## src/rtl/microcode_rom_loader_if.sv

```systemverilog
// Byte-stream handshake carrying the microcode image into the loader.
// master = image source (boot/serial front end), slave = loader.
interface microcode_rom_loader_if;
  logic       byte_valid;
  logic [7:0] byte_data;
  logic       byte_last;
  logic       byte_ready;

  modport master (output byte_valid, output byte_data, output byte_last, input byte_ready);
  modport slave  (input byte_valid, input byte_data, input byte_last, output byte_ready);
endinterface

```

## src/rtl/microcode_rom_loader.sv

```systemverilog
// Packs a microcode byte stream into control words and writes them sequentially from address 0.
// Optional checksum checking is enabled by defining MICROCODE_LOADER_CHECKSUM_EN.
module microcode_rom_loader #(
  parameter int ADDR_W     = 12,
  parameter int WORD_BYTES = 8
) (
  input  logic                      clk,
  input  logic                      r,
  input  logic                      start,
  microcode_rom_loader_if.slave     bs,
`ifdef MICROCODE_LOADER_CHECKSUM_EN
  input  logic [7:0]                expected_sum,
  output logic                      err_checksum,
  output logic [7:0]                checksum,
`endif
  output logic                      wr_en,
  output logic [ADDR_W-1:0]         wr_addr,
  output logic [8*WORD_BYTES-1:0]   wr_data,
  output logic                      busy,
  output logic                      done,
  output logic                      err_partial,
  output logic                      err_overflow,
  output logic [ADDR_W:0]           words_written
);
  localparam int WORD_W = 8 * WORD_BYTES;
  localparam int IDX_W  = (WORD_BYTES > 1) ? $clog2(WORD_BYTES) : 1;
  localparam logic [IDX_W-1:0]  LAST_IDX = IDX_W'(WORD_BYTES - 1);
  localparam logic [ADDR_W-1:0] TOP_ADDR = '1;

  typedef enum logic [1:0] {S_IDLE, S_LOAD, S_DONE, S_ERROR} state_t;

  state_t              state_q, state_d;
  logic [IDX_W-1:0]    idx_q, idx_d;
  logic [ADDR_W-1:0]   addr_q, addr_d;
  logic [WORD_W-1:0]   acc_q, acc_d;
  logic                wr_en_q, wr_en_d;
  logic [ADDR_W-1:0]   wr_addr_q, wr_addr_d;
  logic [WORD_W-1:0]   wr_data_q, wr_data_d;
  logic                done_q, done_d;
  logic                err_partial_q, err_partial_d;
  logic                err_overflow_q, err_overflow_d;
  logic [ADDR_W:0]     words_q, words_d;
`ifdef MICROCODE_LOADER_CHECKSUM_EN
  logic [7:0]          sum_q, sum_d;
  logic                err_checksum_q, err_checksum_d;
`endif

  logic                accept;
  logic [WORD_W-1:0]   word_merged;

  assign accept = (state_q == S_LOAD) && bs.byte_valid;

  // Accumulator with the incoming byte dropped into its lane; byte 0 lands in the MSBs.
  for (genvar gi = 0; gi < WORD_BYTES; gi++) begin : g_lane
    assign word_merged[WORD_W-1-8*gi -: 8] =
      (idx_q == IDX_W'(gi)) ? bs.byte_data : acc_q[WORD_W-1-8*gi -: 8];
  end

  always_comb begin
    state_d        = state_q;
    idx_d          = idx_q;
    addr_d         = addr_q;
    acc_d          = acc_q;
    wr_en_d        = 1'b0;
    wr_addr_d      = wr_addr_q;
    wr_data_d      = wr_data_q;
    done_d         = done_q;
    err_partial_d  = err_partial_q;
    err_overflow_d = err_overflow_q;
    words_d        = words_q;
`ifdef MICROCODE_LOADER_CHECKSUM_EN
    sum_d          = sum_q;
    err_checksum_d = err_checksum_q;
`endif
    case (state_q)
      S_LOAD: begin
        if (accept) begin
          acc_d = word_merged;
`ifdef MICROCODE_LOADER_CHECKSUM_EN
          sum_d = sum_q + bs.byte_data;
`endif
          if (idx_q == LAST_IDX) begin
            idx_d     = '0;
            wr_en_d   = 1'b1;
            wr_addr_d = addr_q;
            wr_data_d = word_merged;
            words_d   = words_q + 1'b1;
            // The top address is never wrapped past; overflow ends the load there.
            if (addr_q != TOP_ADDR) addr_d = addr_q + 1'b1;
            if (bs.byte_last) begin
              state_d = S_DONE;
              done_d  = 1'b1;
`ifdef MICROCODE_LOADER_CHECKSUM_EN
              if (sum_d != expected_sum) err_checksum_d = 1'b1;
`endif
            end else if (addr_q == TOP_ADDR) begin
              state_d        = S_ERROR;
              err_overflow_d = 1'b1;
            end
          end else begin
            idx_d = idx_q + 1'b1;
            if (bs.byte_last) begin
              state_d       = S_ERROR;
              err_partial_d = 1'b1;
            end
          end
        end
      end
      default: begin
        if (start) begin
          state_d        = S_LOAD;
          idx_d          = '0;
          addr_d         = '0;
          acc_d          = '0;
          done_d         = 1'b0;
          err_partial_d  = 1'b0;
          err_overflow_d = 1'b0;
          words_d        = '0;
`ifdef MICROCODE_LOADER_CHECKSUM_EN
          sum_d          = '0;
          err_checksum_d = 1'b0;
`endif
        end
      end
    endcase
  end

  always_ff @(posedge clk) begin
    if (r) begin
      state_q        <= S_IDLE;
      idx_q          <= '0;
      addr_q         <= '0;
      acc_q          <= '0;
      wr_en_q        <= 1'b0;
      wr_addr_q      <= '0;
      wr_data_q      <= '0;
      done_q         <= 1'b0;
      err_partial_q  <= 1'b0;
      err_overflow_q <= 1'b0;
      words_q        <= '0;
`ifdef MICROCODE_LOADER_CHECKSUM_EN
      sum_q          <= '0;
      err_checksum_q <= 1'b0;
`endif
    end else begin
      state_q        <= state_d;
      idx_q          <= idx_d;
      addr_q         <= addr_d;
      acc_q          <= acc_d;
      wr_en_q        <= wr_en_d;
      wr_addr_q      <= wr_addr_d;
      wr_data_q      <= wr_data_d;
      done_q         <= done_d;
      err_partial_q  <= err_partial_d;
      err_overflow_q <= err_overflow_d;
      words_q        <= words_d;
`ifdef MICROCODE_LOADER_CHECKSUM_EN
      sum_q          <= sum_d;
      err_checksum_q <= err_checksum_d;
`endif
    end
  end

  assign bs.byte_ready   = (state_q == S_LOAD);
  assign busy            = (state_q == S_LOAD);
  assign wr_en           = wr_en_q;
  assign wr_addr         = wr_addr_q;
  assign wr_data         = wr_data_q;
  assign done            = done_q;
  assign err_partial     = err_partial_q;
  assign err_overflow    = err_overflow_q;
  assign words_written   = words_q;
`ifdef MICROCODE_LOADER_CHECKSUM_EN
  assign err_checksum    = err_checksum_q;
  assign checksum        = sum_q;
`endif
endmodule

```

## src/flat_wrapper.sv

```systemverilog
// flat-port wrapper written by rule: the top's interface ports become plain ports
module microcode_rom_loader_flat 
#(
  parameter int ADDR_W     = 12,
  parameter int WORD_BYTES = 8
)
  (clk, r, start, wr_en, wr_addr, wr_data, busy, done, err_partial, err_overflow, words_written, bs_byte_valid, bs_byte_data, bs_byte_last, bs_byte_ready);
  microcode_rom_loader_if bs_i ();
  input  logic clk;
  input  logic r;
  input  logic start;
  output logic wr_en;
  output logic [ADDR_W-1:0] wr_addr;
  output logic [8*WORD_BYTES-1:0] wr_data;
  output logic busy;
  output logic done;
  output logic err_partial;
  output logic err_overflow;
  output logic [ADDR_W:0] words_written;
  input wire logic [$bits(bs_i.byte_valid)-1:0] bs_byte_valid;
  input wire logic [$bits(bs_i.byte_data)-1:0] bs_byte_data;
  input wire logic [$bits(bs_i.byte_last)-1:0] bs_byte_last;
  output wire logic [$bits(bs_i.byte_ready)-1:0] bs_byte_ready;
  assign bs_i.byte_valid = bs_byte_valid;
  assign bs_i.byte_data = bs_byte_data;
  assign bs_i.byte_last = bs_byte_last;
  assign bs_byte_ready = bs_i.byte_ready;
  microcode_rom_loader #(.ADDR_W(ADDR_W), .WORD_BYTES(WORD_BYTES)) u_core (.clk(clk), .r(r), .start(start), .bs(bs_i), .wr_en(wr_en), .wr_addr(wr_addr), .wr_data(wr_data), .busy(busy), .done(done), .err_partial(err_partial), .err_overflow(err_overflow), .words_written(words_written));
endmodule
```

## config.mk

```make
export PLATFORM = sky130hd
export DESIGN_NAME = microcode_rom_loader_flat
export DESIGN_NICKNAME = d
export VERILOG_FILES = /design/src/rtl/microcode_rom_loader_if.sv /design/src/rtl/microcode_rom_loader.sv /design/src/flat_wrapper.sv
export SDC_FILE = /design/constraint.sdc
export NUM_CORES = 1
export LEC_CHECK = 0
export ABC_AREA = 0
export ABC_CLOCK_PERIOD_IN_PS = 3660
export CELL_PAD_IN_SITES_DETAIL_PLACEMENT = 0
export CELL_PAD_IN_SITES_GLOBAL_PLACEMENT = 1
export CORE_UTILIZATION = 43
export DETAILED_ROUTE_END_ITERATION = 10
export PLACE_DENSITY_LB_ADDON = 0.1
export SLEW_MARGIN = 20
export SYNTH_ARGS = -nofsm -noshare
export SYNTH_HDL_FRONTEND = slang
export SYNTH_SLANG_ARGS = --single-unit
```

## constraint.sdc

```tcl
create_clock -name clk -period 3.66 [get_ports clk]
set_clock_uncertainty 0.15 [all_clocks]
set_input_delay 0.732 -clock clk [delete_from_list [all_inputs] [get_ports clk]]
set_output_delay 0.732 -clock clk [all_outputs]
set_load 0.005 [all_outputs]
```

==> out/summary.txt, run 1 <==
Layout Area Growth over Synthesis: 26.3%
Slew headroom: 0.422
Initial antenna violation count: 0
Synth Instances: 846
Synth unique cells: 39
Main synth FF type: dfxtp_1
Worst-Skew Late Latency: 0.42 ns
Largest net degree at the start of global routing: 141
Sequential Power Share: 0.467
VDD IR-drop max: 0.300 mV
Post-route setup TNS: 0 ns
Initial core utilization: 0.440
Cts bufs inserted: 17
Die Wd: 129 um
IO Pins: 108
Number of fill cells: 1475
Status: finished, final reports clean
Max Clk Rate: 370 MHz
Slew Limit Fails: 0
Clk slew on worst S/H paths: 0.06 ns
Reg2reg path depth: 6
Mean Syn Cell Area: 8.24 um^2
Leak: 2.75 nW
Synth Area in Compound Gates: 0.203
Cell area power density: 442 mW/mm^2
Gr ovfl total: 0
Worst reg2reg endpoint: u_core.acc_q[53]$_SDFFE_PP0P_
Core box area: 0.0158 mm^2
CTS max path bufs: 2
CTS hold repair buffers: 0
Number of global-route vias before repair: 5921
# H-tree levels: 4
Post-DP HPWL: 11.9 mm
Synth Cell Area: 0.00697 mm^2
Psw: 836 uW
# clock sinks: 166
Layout cell share with drive strength beyond 1: 0.0602
Tmin final: 2.70 ns
Post-synth EDFFs: 0
Least-Margin Pin Slew: 0.865 ns
Int Pwr: 3.05 mW
FF+latch count, synth: 166
Register area share after synthesis: 0.477
Gpl congestion: 0.803
First-pass GRT wire length: 30.4 mm
Diodes inserted: 0
HP Class: reg -> reg
# DRC: 0
Final #Nets: 938
Critical Path Fanout Max: 13
Die area: 0.0167 mm^2
Largest family of logic cells by synthesized area: compound AO/OA/AOI/OAI gates
Hold Path End: u_core.wr_addr[8]$_SDFFE_PP0P_
Switching portion of total power: 0.215
WS Path Type: reg -> out
Gr usage total: 0.234
Critical path startpoint category: flip-flop
Post-Synth Simple-Gate Area: 0.199
Post-Synth Adder-Cell Area: 0.0144
Drt pass-1 iters: 7
Std cell rows: 46
Clock tree from TritonCTS: built
Post-synthesis xor/xnor area fraction: 0
Endpoint class of the critical path: output pin
RSZ-0062 raised after global routing: no
Data arrival time of the critical path: 1.82 ns
Cell depth of the worst hold path: 2
Root Driver: clkbuf_16
Starting DRC count in detailed routing: 504
Resize count post-CTS: 0
Port buffer count: 107
Reg-to-Reg Start: u_core.idx_q[0]$_SDFFE_PP0P_
Combinational share of power: 0.046
Die height: 129 um
MaxCap Viol Count: 0
Clock share of power: 0.487
Synthesized Nets: 867
Worst Path Required: 2.78 ns
Drt total wl: 18.9 mm
Internal reg-to-reg setup slack: 1.06 ns
DR vias/cell: 5.53
Detailed-route via count: 6341
Hold Startpoint: u_core.wr_addr[8]$_SDFFE_PP0P_
Wire per inst: 16.5 um
Total of warnings raised by yosys: 0
Period utilization: 0.739
ANT nets after route: 0
Setup Fix Bufs, Post-CTS: 0
Final Hold Vio Count: 0
Final Total Pwr: 3.89 mW
Asr flop ratio synth: 0
Mux cell area share after synthesis: 0.0589
# setup viols final: 0
## worst max-delay path, cell delays in order, from the launching register on
cell             delay (ns)
dfxtp_1                0.33
nand2b_1               0.16
inv_1                  0.33
clkdlybuf4s50_1        0.58
## layer usage
metal / vias up / GRT usage / wire, um
met4: 0 / 0.0948 / 334
li1: 3121 / - / -
met1: 3041 / 0.302 / 8580
met2: 153 / 0.391 / 9240
met3: 26 / 0.0363 / 721
met5: - / 0 / 0
## flip-flops by register name, indices dropped and copies added, names as in the netlist
signal and cells:
u_core.idx_q 3, u_core.state_q 2, u_core.wr_data 64, u_core.err_partial 1, u_core.wr_en 1, u_core.addr_q 12
u_core.done 1, u_core.wr_addr 12, u_core.words_written 13, u_core.acc_q 56, u_core.err_overflow 1
## power by group through the flow
stage          sequential (mW)  combinational [mW]  clock, mW
2_1_floorplan             1.86               0.101          0
3_3_place_gp              1.86               0.172          0
3_5_place_dp              1.86               0.176          0
4_1_cts                   1.82               0.176       1.92
5_1_grt                   1.82               0.191       2.00
6_report                  1.82               0.177       1.89
## layout make-up
type,instances,area [um^2],share of cell area
clock buffer,22,474,0.0539
clock inverter,10,150,0.0171
inverter,7,26.3,0.00299
tap,216,270,0.0307
sequential,166,3320,0.378
multi-input combinational,598,3330,0.378
timing repair buffer,127,1230,0.140
## logic make-up (layout without fill, tap and decap cells)
group                      after synthesis  after routing
adders and majority gates                8              8
DFF                                    166            166
buffers and inverters                   82            166
and+or+nand+nor                        312            312
muxes                                   41             41
AOI/OAI and AO/OA                      237            237
## how the worst max path moves through the flow
| stage | startpoint | endpoint | slack (ns) | depth (start not counted) |
|---|---|---|---|---|
| final | u_core.state_q[1]$_SDFFE_PP0P_ | bs_byte_ready | 0.96 | 3 |
| after CTS | u_core.state_q[1]$_SDFFE_PP0P_ | bs_byte_ready | 0.94 | 3 |
| after global routing | u_core.idx_q[0]$_SDFFE_PP0P_ | u_core.acc_q[56]$_SDFFE_PP0P_ | 0.82 | 6 |
| after floorplan | u_core.idx_q[2]$_SDFFE_PP0P_ | u_core.acc_q[32]$_SDFFE_PP0P_ | 1.37 | 10 |
| after global placement | bs_byte_valid | u_core.words_written[12]$_SDFFE_PP0P_ | 0.81 | 6 |
| after detailed placement | bs_byte_valid | u_core.acc_q[34]$_SDFFE_PP0P_ | 0.73 | 7 |
## synth_stat cells (10+ instances only)
master,instances,area share
a211oi_1,32,0.034
a21oi_1,93,0.067
a311oi_1,29,0.036
buf_2,18,0.013
clkbuf_1,52,0.028
dfxtp_1,166,0.48
mux2i_1,41,0.059
nand2_1,143,0.077
nand2b_1,10,0.0090
nand3_1,32,0.023
nor2_1,79,0.043
o21ai_0,67,0.048
## cell usage in the layout (no fill, tap or decap), types with 3 or more instances in the layout
cell type        instances
nand4b_1                 3
buf_4                   20
clkdlybuf4s50_1        106
nor2b_1                  6
a311oi_1                29
nand4_1                  8
dfxtp_1                166
a21oi_1                 93
a211oi_1                32
ha_1                     8
clkbuf_16               17
and3_1                   3
or3_1                    4
clkinv_2                 6
nor2_1                  79
nand2b_1                10
nor3_1                   8
nor4_1                   8
mux2i_1                 41
o21ai_0                 67
nand3_1                 32
clkbuf_8                 3
nand2_1                143
a31oi_1                  4
inv_1                    7
bufinv_16                4
## stage by stage
stage                     hold WS, ns  setup WS (ns)  instance area, um^2  std cells   util
after CTS                       0.306          0.936                 8800       1146  0.556
after detailed placement        0.298          0.727                 8180       1114  0.517
after global routing            0.325          0.821                 8800       1146  0.556
after floorplan                 0.299           1.37                 6970        846      -
final                           0.304          0.955                 8800       1146  0.556
after global placement          0.294          0.812                 8180       1114  0.517
Note: power is estimated with default switching activity, not from simulation.
==> run 2: changes to the inputs <==
Settings changed: ABC_CLOCK_PERIOD_IN_PS 3660 to 2500, CORE_UTILIZATION 43 to 40.
Clock period 3.66 ns to 2.5 ns, I/O delays scaled along.
==> run 2 against run 1 <==
  * Hold slack got worse by 0.0089 ns
  * Sequential share of layout area decreased by 0.66 points
  * Via count increased by 0.96%
  * Power increased by 43%
  * Utilization decreased by 2.3 points
  * Sequential power increased by 46%
  * Cell count increased by 1.8%
  * Worst setup slack got worse by 0.81 ns
  * Register-to-register slack got worse by 0.83 ns
==> out/summary.txt, run 2 (synthesis gave the netlist of run 1 again) <==
Largest register FFs: 64
Commonest non-fill, non-tap cell in the layout: dfxtp_1
Tmin final: 2.35 ns
Critical path startpoint category: flip-flop
Gr usage total: 0.218
Initial core utilization: 0.414
Wire per inst: 16.4 um
Top Layer Used: met4
HP Class: in -> reg
Critical Path Fanout Max: 8
Drt total wl: 19.1 mm
Reg2reg path depth: 7
Diodes inserted: 0
# H-tree levels: 4
Internal reg-to-reg setup slack: 0.23 ns
Root Driver: clkbuf_16
Std cell rows: 47
Post-DP HPWL: 12.1 mm
Slowest-stage cell, CP: clkdlybuf4s50_1
VDD IR-drop max: 0.473 mV
Worst Path Required: 1.85 ns
Layout cell share with drive strength beyond 1: 0.0781
Commonest cells after routing, fill and taps aside: dfxtp_1, nand2_1, clkdlybuf4s50_1
MaxCap Viol Count: 0
DR vias/cell: 5.49
Core box area: 0.0168 mm^2
# setup viols final: 0
M1 wire length: 8.85 mm
Leak: 2.84 nW
Port buffer count: 107
Combinational share of power: 0.050
DR WL met2: 9.47 mm
Starting DRC count in detailed routing: 487
CTS hold repair buffers: 0
Clock tree from TritonCTS: built
Layout Area Growth over Synthesis: 28.6%
ANT nets after route: 0
Data arrival time of the critical path: 1.70 ns
Largest net degree at the start of global routing: 152
IO Pins: 108
Slew Limit Fails: 0
Cell area power density: 622 mW/mm^2
# clock sinks: 166
Endpoint class of the critical path: output pin
Clk slew on worst S/H paths: 0.06 ns
Cell depth of the worst hold path: 4
WS Path Type: reg -> out
Int Pwr: 4.34 mW
Post-route setup TNS: 0 ns
Psw: 1.24 mW
WL met3: 612 um
RSZ-0062 raised after global routing: no
Sequential Power Share: 0.477
Max Clk Rate: 425 MHz
Gpl congestion: 0.798
Number of fill cells: 1599
Clock share of power: 0.473
Drt pass-1 iters: 5
Number of global-route vias before repair: 6018
Status: finished, final reports clean
CTS max path bufs: 2
Crit-path max cell delay: 0.52 ns
Period utilization: 0.941
Reg-to-Reg Start: u_core.idx_q[0]$_SDFFE_PP0P_
Critical path's top delay family: buffers and inverters
Slew headroom: 0.489
Final Hold Vio Count: 0
Least-Margin Pin Slew: 0.767 ns
Crit path cell chain: nand2b_2 -> inv_1 -> clkdlybuf4s50_1
CP Buf/Inv Count: 2
Setup Fix Bufs, Post-CTS: 0
Initial antenna violation count: 0
Hold Path End: u_core.addr_q[11]$_SDFFE_PP0P_
Die area: 0.0180 mm^2
Hold Startpoint: r
Cts bufs inserted: 17
Worst reg2reg endpoint: u_core.wr_data[55]$_SDFFE_PP0P_
Post-layout util: 0.533
Gr ovfl total: 0
First-pass GRT wire length: 31.2 mm
Die Wd: 134 um
Worst-Skew Late Latency: 0.42 ns
Switching portion of total power: 0.222
# DRC: 0
Detailed-route via count: 6402
Final #Nets: 955
Die height: 134 um
[run 2: cell count changes in the layout (fill, tap and decap cells not counted)]
cell / previous run / this run
buf_12: 1 / 5
buf_4: 20 / 33
bufinv_16: 4 / 2
clkbuf_8: 3 / 5
clkinv_2: 6 / 4
clkinvlp_4: 0 / 2
nand2b_1: 10 / 9
nand2b_2: 0 / 1
[run 2: final cells by class]
cell class / instances / area [um^2] / share of cell area
multi-input cells: 598 / 3330 / 0.372
flip-flops and latches: 166 / 3320 / 0.371
clock buffers: 24 / 502 / 0.0560
clock inverters: 8 / 95.1 / 0.0106
well taps: 220 / 275 / 0.0307
repair buffers: 144 / 1410 / 0.157
inverters: 7 / 26.3 / 0.00293
[run 2: worst min-delay path: stages]
cell and delay, ns:
buf_4 0.11, a21oi_1 0.08, nand2_1 0.08, mux2i_1 0.05
[run 2: through the flow]
stage	cell area, um^2	power (mW)	hold slack (ns)	cells	setup WS, ns
floorplan	6970	2.86	0.299	846	0.210
global placement	8360	2.99	0.293	1135	0.121
detailed placement	8360	2.99	0.298	1135	0.0257
CTS	8960	5.62	0.277	1167	0.0314
global route	8960	5.77	0.309	1167	0.0412
finish	8960	5.57	0.295	1167	0.148
[run 2: worst max-delay path by stage]
stage	start	endpoint	slack, ns	cells after the start
floorplan	u_core.idx_q[2]$_SDFFE_PP0P_	u_core.acc_q[32]$_SDFFE_PP0P_	0.21	10
global placement	bs_byte_valid	u_core.wr_data[20]$_SDFFE_PP0P_	0.12	6
detailed placement	bs_byte_valid	u_core.acc_q[61]$_SDFFE_PP0P_	0.03	7
CTS	u_core.state_q[1]$_SDFFE_PP0P_	bs_byte_ready	0.03	3
global route	u_core.state_q[0]$_SDFFE_PP0P_	bs_byte_ready	0.04	3
finish	u_core.state_q[1]$_SDFFE_PP0P_	bs_byte_ready	0.15	3
[run 2: metal layers]
layer	GRT usage	vias up
li1	-	3161
met1	0.283	3105
met2	0.366	118
met3	0.0435	18
met4	0.0606	0
met5	0	-
[run 2: timing repair]
| action | 4_1_cts | 5_1_grt |
|---|---|---|
| endpoints found under the setup margin | 0 | 2 |
| resized for setup | 0 | 1 |
| endpoints found under the hold margin | 0 | 0 |
[run 2: power groups by stage]
stage	Combinational, mW	Clock (mW)	Sequential, mW
2_1_floorplan	0.148	0	2.72
3_3_place_gp	0.270	0	2.72
3_5_place_dp	0.276	0	2.72
4_1_cts	0.277	2.68	2.66
5_1_grt	0.299	2.81	2.66
6_report	0.279	2.64	2.66
